**config.mk**
```make
export PLATFORM = sky130hd
export DESIGN_NAME = sram_access_sequencer
export DESIGN_NICKNAME = d
export VERILOG_FILES = /design/src/rtl/sram_access_sequencer.sv
export SDC_FILE = /design/constraint.sdc
export NUM_CORES = 1
export LEC_CHECK = 0
export ABC_CLOCK_PERIOD_IN_PS = 1900
export CAP_MARGIN = 20
export CORE_AREA = 3 3 209 211
export CTS_CLUSTER_DIAMETER = 120
export DETAILED_ROUTE_END_ITERATION = 6
export DIE_AREA = 0 0 212 214
export PLACE_DENSITY = 0.65
export SLEW_MARGIN = 20
export SYNTH_ARGS = -nofsm -noshare
export SYNTH_HDL_FRONTEND = slang
export SYNTH_SLANG_ARGS = --single-unit
```
**constraint.sdc**
```tcl
create_clock -name clk -period 1.9 [get_ports clk]
set_input_delay 0.38 -clock clk [delete_from_list [all_inputs] [get_ports clk]]
set_output_delay 0.38 -clock clk [all_outputs]
set_load 0.02 [all_outputs]
```
**src/rtl/sram_access_sequencer.sv**
```systemverilog
// -----------------------------------------------------------------------------
// sram_access_sequencer
//   Timing controller for a 256-row 6T SRAM macro. Accepts one single-beat
//   read or write request at a time and sequences the macro's analog strobes
//   through PRECHARGE -> WORDLINE -> (SENSE, reads only) -> DONE, each phase
//   lasting a programmable number of clocks. Read data is returned with a
//   one-cycle rsp_valid pulse.
//
// Handshake: a request transfers on a rising clk edge where req_valid and
//   req_ready are both 1. req_ready is 1 only in IDLE, so at most one access
//   is in flight; req_valid/req_* are ignored outside IDLE and an access
//   always completes once accepted.
//
// Ports:
//   clk, rst_n               clock, asynchronous active-low reset
//   req_valid/req_ready      request handshake
//   req_we/req_addr/req_wdata request: 1=write, row address, write data
//   rsp_valid/rsp_rdata      one-cycle read-data pulse, held read data
//   busy                     access in progress (any state but IDLE)
//   pre_en/wl_en             bitline precharge, global wordline enable
//   row_addr                 registered row address to the decoder
//   write_en/sense_en        write driver and sense amp strobes
//   wd_drive                 write driver data (BL side)
//   sa_data                  sense amp outputs from the macro
//   dbg_state                current FSM state for observation
// -----------------------------------------------------------------------------
module sram_access_sequencer #(
   parameter int ADDR_W    = 8,
   parameter int DATA_W    = 128,
   parameter int PRE_CYC   = 1,
   parameter int WL_CYC    = 2,
   parameter int SENSE_CYC = 1
) (
   input  logic              clk,
   input  logic              rst_n,
   input  logic              req_valid,
   output logic              req_ready,
   input  logic              req_we,
   input  logic [ADDR_W-1:0] req_addr,
   input  logic [DATA_W-1:0] req_wdata,
   output logic              rsp_valid,
   output logic [DATA_W-1:0] rsp_rdata,
   output logic              busy,
   output logic              pre_en,
   output logic              wl_en,
   output logic [ADDR_W-1:0] row_addr,
   output logic              write_en,
   output logic              sense_en,
   output logic [DATA_W-1:0] wd_drive,
   input  logic [DATA_W-1:0] sa_data,
   output logic [2:0]        dbg_state
);

   localparam int MAX_CYC = (PRE_CYC > WL_CYC) ?
                            ((PRE_CYC > SENSE_CYC) ? PRE_CYC : SENSE_CYC) :
                            ((WL_CYC  > SENSE_CYC) ? WL_CYC  : SENSE_CYC);
   localparam int CNT_W = $clog2(MAX_CYC + 1);

   // Counters load length-1 and advance on reaching 0, so a length of 1
   // gives a single-cycle phase and the counter never wraps.
   localparam logic [CNT_W-1:0] PRE_LD   = CNT_W'(PRE_CYC - 1);
   localparam logic [CNT_W-1:0] WL_LD    = CNT_W'(WL_CYC - 1);
   localparam logic [CNT_W-1:0] SENSE_LD = CNT_W'(SENSE_CYC - 1);
   localparam logic [CNT_W-1:0] CNT_ONE  = CNT_W'(1);

   typedef enum logic [2:0] {
      S_IDLE      = 3'd0,
      S_PRECHARGE = 3'd1,
      S_WORDLINE  = 3'd2,
      S_SENSE     = 3'd3,
      S_DONE      = 3'd4
   } state_t;

   state_t           r_state;
   logic [CNT_W-1:0] r_cnt;
   logic             r_we;

   assign dbg_state = r_state;

   // All strobes are registered: each is set on the edge that enters the
   // phase it belongs to, so the macro only ever sees clean edge-aligned
   // transitions. Reset drops wl_en/write_en/sense_en asynchronously.
   always_ff @(posedge clk or negedge rst_n) begin
      if (!rst_n) begin
         r_state   <= S_IDLE;
         r_cnt     <= '0;
         r_we      <= 1'b0;
         req_ready <= 1'b1;
         pre_en    <= 1'b1;
         wl_en     <= 1'b0;
         write_en  <= 1'b0;
         sense_en  <= 1'b0;
         rsp_valid <= 1'b0;
         busy      <= 1'b0;
         row_addr  <= '0;
         wd_drive  <= '0;
         rsp_rdata <= '0;
      end else begin
         rsp_valid <= 1'b0;
         case (r_state)
            S_IDLE: begin
               // req_ready is always 1 here, so req_valid alone accepts.
               if (req_valid) begin
                  r_state   <= S_PRECHARGE;
                  r_cnt     <= PRE_LD;
                  r_we      <= req_we;
                  row_addr  <= req_addr;
                  wd_drive  <= req_wdata;
                  req_ready <= 1'b0;
                  busy      <= 1'b1;
               end
            end
            S_PRECHARGE: begin
               if (r_cnt == '0) begin
                  r_state  <= S_WORDLINE;
                  r_cnt    <= WL_LD;
                  pre_en   <= 1'b0;
                  wl_en    <= 1'b1;
                  write_en <= r_we;
               end else begin
                  r_cnt <= r_cnt - CNT_ONE;
               end
            end
            S_WORDLINE: begin
               if (r_cnt == '0) begin
                  if (r_we) begin
                     r_state  <= S_DONE;
                     wl_en    <= 1'b0;
                     write_en <= 1'b0;
                     pre_en   <= 1'b1;
                  end else begin
                     // Wordline stays up through sensing so the cells keep
                     // driving the bitline differential.
                     r_state  <= S_SENSE;
                     r_cnt    <= SENSE_LD;
                     sense_en <= 1'b1;
                  end
               end else begin
                  r_cnt <= r_cnt - CNT_ONE;
               end
            end
            S_SENSE: begin
               if (r_cnt == '0) begin
                  r_state   <= S_DONE;
                  rsp_rdata <= sa_data;
                  rsp_valid <= 1'b1;
                  wl_en     <= 1'b0;
                  sense_en  <= 1'b0;
                  pre_en    <= 1'b1;
               end else begin
                  r_cnt <= r_cnt - CNT_ONE;
               end
            end
            S_DONE: begin
               r_state   <= S_IDLE;
               req_ready <= 1'b1;
               busy      <= 1'b0;
            end
            default: begin
               r_state   <= S_IDLE;
               req_ready <= 1'b1;
               busy      <= 1'b0;
               pre_en    <= 1'b1;
               wl_en     <= 1'b0;
               write_en  <= 1'b0;
               sense_en  <= 1'b0;
            end
         endcase
      end
   end

endmodule

```
==> results of run 1 <==
[registers in the layout, indices dropped and copies added (netlist names)]
name	cells
rsp_rdata	128
wl_en	1
r_we	1
req_ready	1
dbg_state	3
r_cnt	2
row_addr	8
sense_en	1
wd_drive	128
write_en	1
rsp_valid	1
busy	1
pre_en	1
[synth_stat cells (3+ instances only)]
master    number  area, um2
nand2b_1       4      25.02
dfrtp_1      275       6882
ha_1           3      37.54
nor2_1         3      11.26
a21oi_1        6      30.03
a21o_1         3      22.52
buf_6         11      123.9
nand2_1        4      15.01
mux2_1       100       1126
buf_2         20      100.1
inv_1          6      22.52
mux2_2       165       1858
[kinds of logic after synthesis]
logic type	Yosys count
multiplexers	266
buffers and inverters	41
AND/OR/NAND/NOR	19
XOR/XNOR	1
flip-flops	277
adder cells (fa/ha/maj)	3
AO/OA/AOI/OAI	21
[stage by stage]
stage	hold WS (ps)	area [um2]	util, %	power [mW]
4_1_cts	343.1	17540	41.82	31.10
6_report	346.6	17540	41.82	30.57
5_1_grt	375.5	17540	41.82	32.35
2_1_floorplan	84.41	10520	-	18.52
3_3_place_gp	357.3	16820	40.10	26.73
3_5_place_dp	361.1	16820	40.10	27.04
[timing repair]
action                                  4_1_cts  5_1_grt
gates resized for setup                     275        0
hold buffers                                  1        0
endpoints found under the setup margin      274        0
buffers inserted                              0        0
endpoints found under the hold margin        46        0
[routing by layer]
metal / track usage (%) / share of wire (%) / wire (um)
met3: 5.126 / 11 / 3413
met5: 0 / 0 / 0
met4: 3.684 / 2.1 / 673
met1: 14.72 / 36 / 11680
met2: 25.24 / 51 / 16680
[power by group through the flow]
stage,Clock (mW),Sequential (mW),Combinational [mW]
6_report,6.10,10.5,14.0
5_1_grt,6.57,10.9,14.9
4_1_cts,6.33,10.5,14.2
3_5_place_dp,0,10.7,16.3
3_3_place_gp,0,10.6,16.1
2_1_floorplan,0,14.2,4.35
[layout make-up]
cell class / instances / area [um2] / share of cell area, %
repair buffers: 586 / 5543 / 31.60
clock buffers: 49 / 923.4 / 5.264
multi-input cells: 310 / 3314 / 18.89
flip-flops and latches: 277 / 6935 / 39.54
clock inverters: 8 / 128.9 / 0.7347
inverters: 6 / 22.52 / 0.1284
well taps: 539 / 674.4 / 3.845
[path summary, 6_finish.rpt]
path,start,endpoint,cells after the start
worst max register to register,r_cnt[0]$_DFFE_PN0P_,rsp_rdata[94]$_DFFE_PN0P_,6
worst min register to register,pre_en$_DFFE_PN1P_,pre_en$_DFFE_PN1P_,2
max in group asynchronous,rst_n,pre_en$_DFFE_PN1P_,3
worst min-delay path,rst_n,wd_drive[79]$_DFFE_PN0P_,2
min in group clk,req_wdata[77],wd_drive[77]$_DFFE_PN0P_,2
worst max-delay path,dbg_state[0]$_DFFE_PN0P_,dbg_state[0],1
==> Flow_metrics.wiki, run 1 <==
{| class="wikitable"
! Metric !! Value
|-
| Fraction of final layout cells with drive strength greater than 1 || 21.12%
|-
| WL per Instance || 18.28 um
|-
| Clock latency on the worst-skew pair || 560 ps
|-
| Post-Syn Area per Cell || 16.75 um2
|-
| Crit Path Max Fanout || 6
|-
| Worst setup EP type || primary output
|-
| Number of placement rows || 75
|-
| Chip height || 214 um
|-
| Arrival time of data at the critical path endpoint || 1450 ps
|-
| Crit path largest cell delay || 520 ps
|-
| Num Clock Sinks || 277
|-
| Slew Viols, Final || 0
|-
| RSZ-0062 raised after global routing || no
|-
| Global routing usage summed across all routing layers || 13.75%
|-
| # nets final || 1483
|-
| Final setup TNS || 0 ps
|-
| Final Non-Filler Cells || 1775
|-
| DRC marker count from the first detailed-route iteration || 202
|-
| Maximum clock frequency || 546.0 MHz
|-
| First-pass iteration count of the detailed router || 4
|-
| Final antenna-violating net count || 0
|-
| Startpoint kind of the worst setup timing path || flop
|-
| Net Count, Synth || 899
|-
| Post-synthesis instance total || 628
|-
| Antenna diodes || 0
|-
| Gpl congestion || 0.7924
|-
| Number of hold violations in the final report || 0
|-
| Cell chain of the critical path || dlygate4sd2_1
|-
| Fraction of the yosys area taken by sequential cells || 65.93%
|-
| Maximum level of the CTS H-tree || 1
|-
| Count of distinct cell types in the synthesized netlist || 32
|-
| Total of warnings raised by yosys || 0
|-
| Minimum period implied by the final worst setup slack || 1832 ps
|-
| Static Leakage || 7.786 nW
|-
| Simple-gate portion of the synthesized area || 1.154%
|-
| Die X-Extent || 212 um
|-
| Placed insts || 1717
|-
| Required @ worst endpoint || 1520 ps
|-
| Classification of the worst-slack hold path || in2async
|-
| Total number of vias || 7491
|-
| Mux cell area share after synthesis || 28.47%
|-
| Number of global-route vias before repair || 8336
|-
| Critical Setup Path Class || reg2out
|-
| Final HPWL from detailed placement || 25530 um
|-
| Psw || 11.40 mW
|-
| Relative slew margins || 66.34%
|-
| Least-Margin Pin Slew || 504.9 ps
|-
| Main synth FF type || dfrtp_1
|-
| Wirelength, routed || 32440 um
|-
| Internal Pwr Total || 19.17 mW
|-
| Die footprint || 45370 um2
|-
| FF+latch count, synth || 277
|-
| Max rail drop VDD || 0.9008 mV
|-
| Initial cell density of the core || 25.07%
|-
| Max Buffers Root-to-Sink || 3
|-
| Number of clock buffers inserted by TritonCTS || 31
|-
| Cell area after synthesis || 10520 um2
|-
| Clock transition at the register clock pins on the worst setup and hold paths after CTS || 60 ps
|-
| Port Buffers || 541
|-
| Antenna violations before repair || 0
|-
| Maximum number of pins on one net before global-route repair || 60
|-
| Sum of overflow across all layers after global routing || 0
|-
| Via/cell ratio || 4.220
|-
| Share of the clock period used by the worst path || 96.40%
|-
| Standard cell with the maximum stage delay on the critical path || dfrtp_1
|-
| Async set-reset flop share out of synthesis || 100.0%
|-
| Maximum clock skew at final layout || 14.11 ps
|-
| Part of the power in registers || 34.3%
|-
| Dominant combinational cell family by area after synthesis || multiplexers
|-
| Worst setup slack for register-to-register paths || 130 ps
|-
| Number of max-capacitance violations reported || 0
|-
| Number of failing setup endpoints in the final timing report || 0
|-
| Clk root buf || clkbuf_16
|-
| EDFF count, synth || 0
|-
| Wire length of the first global-routing pass || 49390 um
|-
| Filler cell count in the final layout || 3968
|-
| Share of total power in combinational logic || 45.8%
|-
| Share of the synthesized area in compound gates (AO/OA/AOI/OAI) || 1.451%
|-
| DRC || 0
|-
| Buffer and inverter count on the worst path || 1
|-
| Pwr dens || 1743 nW/um2
|-
| Setup WS post-layout || 68.48 ps
|-
| Io pins || 542
|-
| Area Overhead vs Synth || 66.79%
|-
| Xor and xnor fraction of the mapped netlist area || 0.08327%
|-
| Worst setup slack after placement || -127.2 ps
|-
| Switching power as a share of total power || 37.30%
|-
| Most used cells in the layout excluding fill and tap cells || dfrtp_1 (274), dlygate4sd2_1 (274), clkdlybuf4s50_1 (266), mux2_2 (165), mux2_1 (100)
|-
| Area share of fa/ha/maj cells after synthesis || 0.3569%
|-
| Clock Power Share || 19.9%
|-
| TritonCTS clock tree || built
|-
| Run status || finished, final reports clean
|-
| Gate family responsible for the most delay along the worst path || flip-flops
|-
| Core outline area || 41950 um2
|}
Power figures use the tool's default switching activity.
==> run 2: changes to the inputs <==
--- a/config.mk
+++ b/config.mk
@@ -5,13 +5,13 @@
 export SDC_FILE = /design/constraint.sdc
 export NUM_CORES = 1
 export LEC_CHECK = 0
-export ABC_CLOCK_PERIOD_IN_PS = 1900
+export ABC_CLOCK_PERIOD_IN_PS = 2300
 export CAP_MARGIN = 20
 export CORE_AREA = 3 3 209 211
 export CTS_CLUSTER_DIAMETER = 120
 export DETAILED_ROUTE_END_ITERATION = 6
 export DIE_AREA = 0 0 212 214
-export PLACE_DENSITY = 0.65
+export PLACE_DENSITY = 0.63
 export SLEW_MARGIN = 20
 export SYNTH_ARGS = -nofsm -noshare
 export SYNTH_HDL_FRONTEND = slang
==> constraint.sdc (replaced) <==
create_clock -name clk -period 2.3 [get_ports clk]
set_input_delay 0.46 -clock clk [delete_from_list [all_inputs] [get_ports clk]]
set_output_delay 0.46 -clock clk [all_outputs]
set_load 0.02 [all_outputs]
==> Flow_metrics.wiki, run 2 (synthesis gave the netlist of run 1 again) <==
{| class="wikitable"
! Metric !! Value
|-
| Relative slew margins || 63.68%
|-
| Wire length of the first global-routing pass || 48220 um
|-
| Wirelength, routed || 31680 um
|-
| Startpoint kind of the worst setup timing path || flop
|-
| Pwr dens || 1505 nW/um2
|-
| Last element of the critical path || dbg_state[0]
|-
| Slew Viols, Final || 0
|-
| Chip height || 214 um
|-
| Standard cell with the maximum stage delay on the critical path || clkdlybuf4s50_1
|-
| Num Clock Sinks || 277
|-
| Core outline area || 41950 um2
|-
| Psw || 9.392 mW
|-
| Die X-Extent || 212 um
|-
| Crit path largest cell delay || 670 ps
|-
| Clock transition at the register clock pins on the worst setup and hold paths after CTS || 60 ps
|-
| R2R cell count || 6
|-
| Non-Filler Cell Area, Final || 17780 um2
|-
| DRC || 0
|-
| Number of failing setup endpoints in the final timing report || 0
|-
| Share of the clock period used by the worst path || 95.64%
|-
| Maximum clock skew at final layout || 20.23 ps
|-
| Area Overhead vs Synth || 69.03%
|-
| Reg2Reg Launch Point || r_cnt[0]$_DFFE_PN0P_
|-
| Cell chain of the critical path || clkdlybuf4s50_1
|-
| Gate family responsible for the most delay along the worst path || buffers and inverters
|-
| Clk root buf || clkbuf_16
|-
| Switching power as a share of total power || 35.11%
|-
| Total number of vias || 7445
|-
| Internal Pwr Total || 17.36 mW
|-
| WL per Instance || 17.98 um
|-
| Die footprint || 45370 um2
|-
| Maximum level of the CTS H-tree || 1
|-
| Number of max-capacitance violations reported || 0
|-
| Antenna violations before repair || 0
|-
| Run status || finished, final reports clean
|-
| Sum of overflow across all layers after global routing || 0
|-
| Worst setup EP type || primary output
|-
| Beginning of the critical path || dbg_state[0]$_DFFE_PN0P_
|-
| RSZ-0062 raised after global routing || no
|-
| Utilization after layout || 42.38%
|-
| Reg-to-reg critical path endpoint || rsp_rdata[64]$_DFFE_PN0P_
|-
| Most used cells in the layout excluding fill and tap cells || clkdlybuf4s50_1 (540), dfrtp_1 (273), mux2_2 (165), mux2_1 (100), clkbuf_16 (31)
|-
| Cell area after placement || 16760 um2
|-
| Maximum number of pins on one net before global-route repair || 62
|-
| PnR Total Power || 26.75 mW
|-
| Fraction of final layout cells with drive strength greater than 1 || 20.52%
|-
| Antenna diodes || 0
|-
| First-pass iteration count of the detailed router || 4
|-
| Number of global-route vias before repair || 8158
|-
| Max Buffers Root-to-Sink || 3
|-
| Critical Setup Path Class || reg2out
|-
| Buffer and inverter count on the worst path || 1
|-
| Number of hold violations in the final report || 0
|-
| Depth of the critical timing path with buffers and inverters included || 1
|-
| Crit Path Max Fanout || 7
|-
| Gpl congestion || 0.7394
|-
| Arrival time of data at the critical path endpoint || 1740 ps
|-
| Most frequent standard cell in the layout excluding fill and tap cells || clkdlybuf4s50_1
|-
| Filler cell count in the final layout || 3826
|-
| Port Buffers || 541
|-
| Cell count of the worst hold path || 2
|-
| Worst setup slack for register-to-register paths || 420 ps
|-
| Least-Margin Pin Slew || 544.8 ps
|-
| Final HPWL from detailed placement || 24430 um
|-
| # nets final || 1472
|-
| Maximum clock frequency || 454.6 MHz
|-
| Max rail drop VDD || 0.8395 mV
|-
| Final antenna-violating net count || 0
|-
| Number of placement rows || 75
|-
| Static Leakage || 7.323 nW
|-
| DRC marker count from the first detailed-route iteration || 284
|-
| Classification of the worst-slack hold path || reg2reg
|-
| Final setup TNS || 0 ps
|-
| TritonCTS clock tree || built
|-
| Clock Power Share || 17.8%
|-
| Number of clock buffers inserted by TritonCTS || 31
|-
| Clock latency on the worst-skew pair || 550 ps
|-
| Required @ worst endpoint || 1840 ps
|-
| Part of the power in registers || 32.7%
|-
| Io pins || 542
|-
| Initial cell density of the core || 25.07%
|-
| Global routing usage summed across all routing layers || 13.40%
|-
| Largest registers || rsp_rdata (128), wd_drive (128), row_addr (8)
|-
| Setup bufs post-CTS || 0
|-
| Via/cell ratio || 4.225
|-
| Share of total power in combinational logic || 49.5%
|-
| Minimum period implied by the final worst setup slack || 2200 ps
|}
-- run 2: area by class of cell --
class | instances | area, um2 | share of cell area (%)
sequential | 277 | 6937 | 39.02
multi-input combinational | 310 | 3314 | 18.64
timing repair buffer | 575 | 5828 | 32.78
tap | 539 | 674.4 | 3.793
inverter | 6 | 22.52 | 0.1267
clock buffer | 52 | 984.7 | 5.539
clock inverter | 3 | 17.52 | 0.09853
-- run 2: metrics by stage --
stage	hold slack [ps]	setup slack, ps	std cells
final	463.3	100.3	1762
after global routing	477.4	13.87	1762
after CTS	456.7	0.4391	1762
after detailed placement	454.3	92.60	1706
after global placement	454.6	135.0	1706
after floorplan	164.4	538.9	628
-- run 2: power groups by stage --
stage / Sequential, mW / Clock (mW) / Combinational, mW
finish: 8.76 / 4.76 / 13.2
CTS: 8.79 / 4.94 / 13.4
global route: 9.08 / 5.19 / 14.0
global placement: 8.75 / 0 / 13.3
detailed placement: 8.84 / 0 / 13.4
floorplan: 11.7 / 0 / 3.59
-- run 2: worst min-delay path by stage --
stage	startpoint	end	slack, ps
global placement	pre_en$_DFFE_PN1P_	pre_en$_DFFE_PN1P_	450
global route	rst_n	wd_drive[123]$_DFFE_PN0P_	480
CTS	rst_n	wd_drive[57]$_DFFE_PN0P_	460
floorplan	rst_n	busy$_DFFE_PN0P_	160
detailed placement	rst_n	wd_drive[57]$_DFFE_PN0P_	450
finish	pre_en$_DFFE_PN1P_	pre_en$_DFFE_PN1P_	460
-- run 2: metal layers --
| metal | vias up | part of all wire [%] | track usage (%) |
|---|---|---|---|
| met5 | - | 0 | 0 |
| met4 | 0 | 2.2 | 3.014 |
| met3 | 43 | 11 | 5.360 |
| met2 | 333 | 50 | 23.91 |
| met1 | 3706 | 37 | 14.93 |
| li1 | 3363 | - | - |
-- run 2: what timing repair did --
item,CTS,global route
hold endpoints to repair,53,0
endpoints found under the setup margin,1,1
gates resized for setup,1,1
hold buffers,1,0
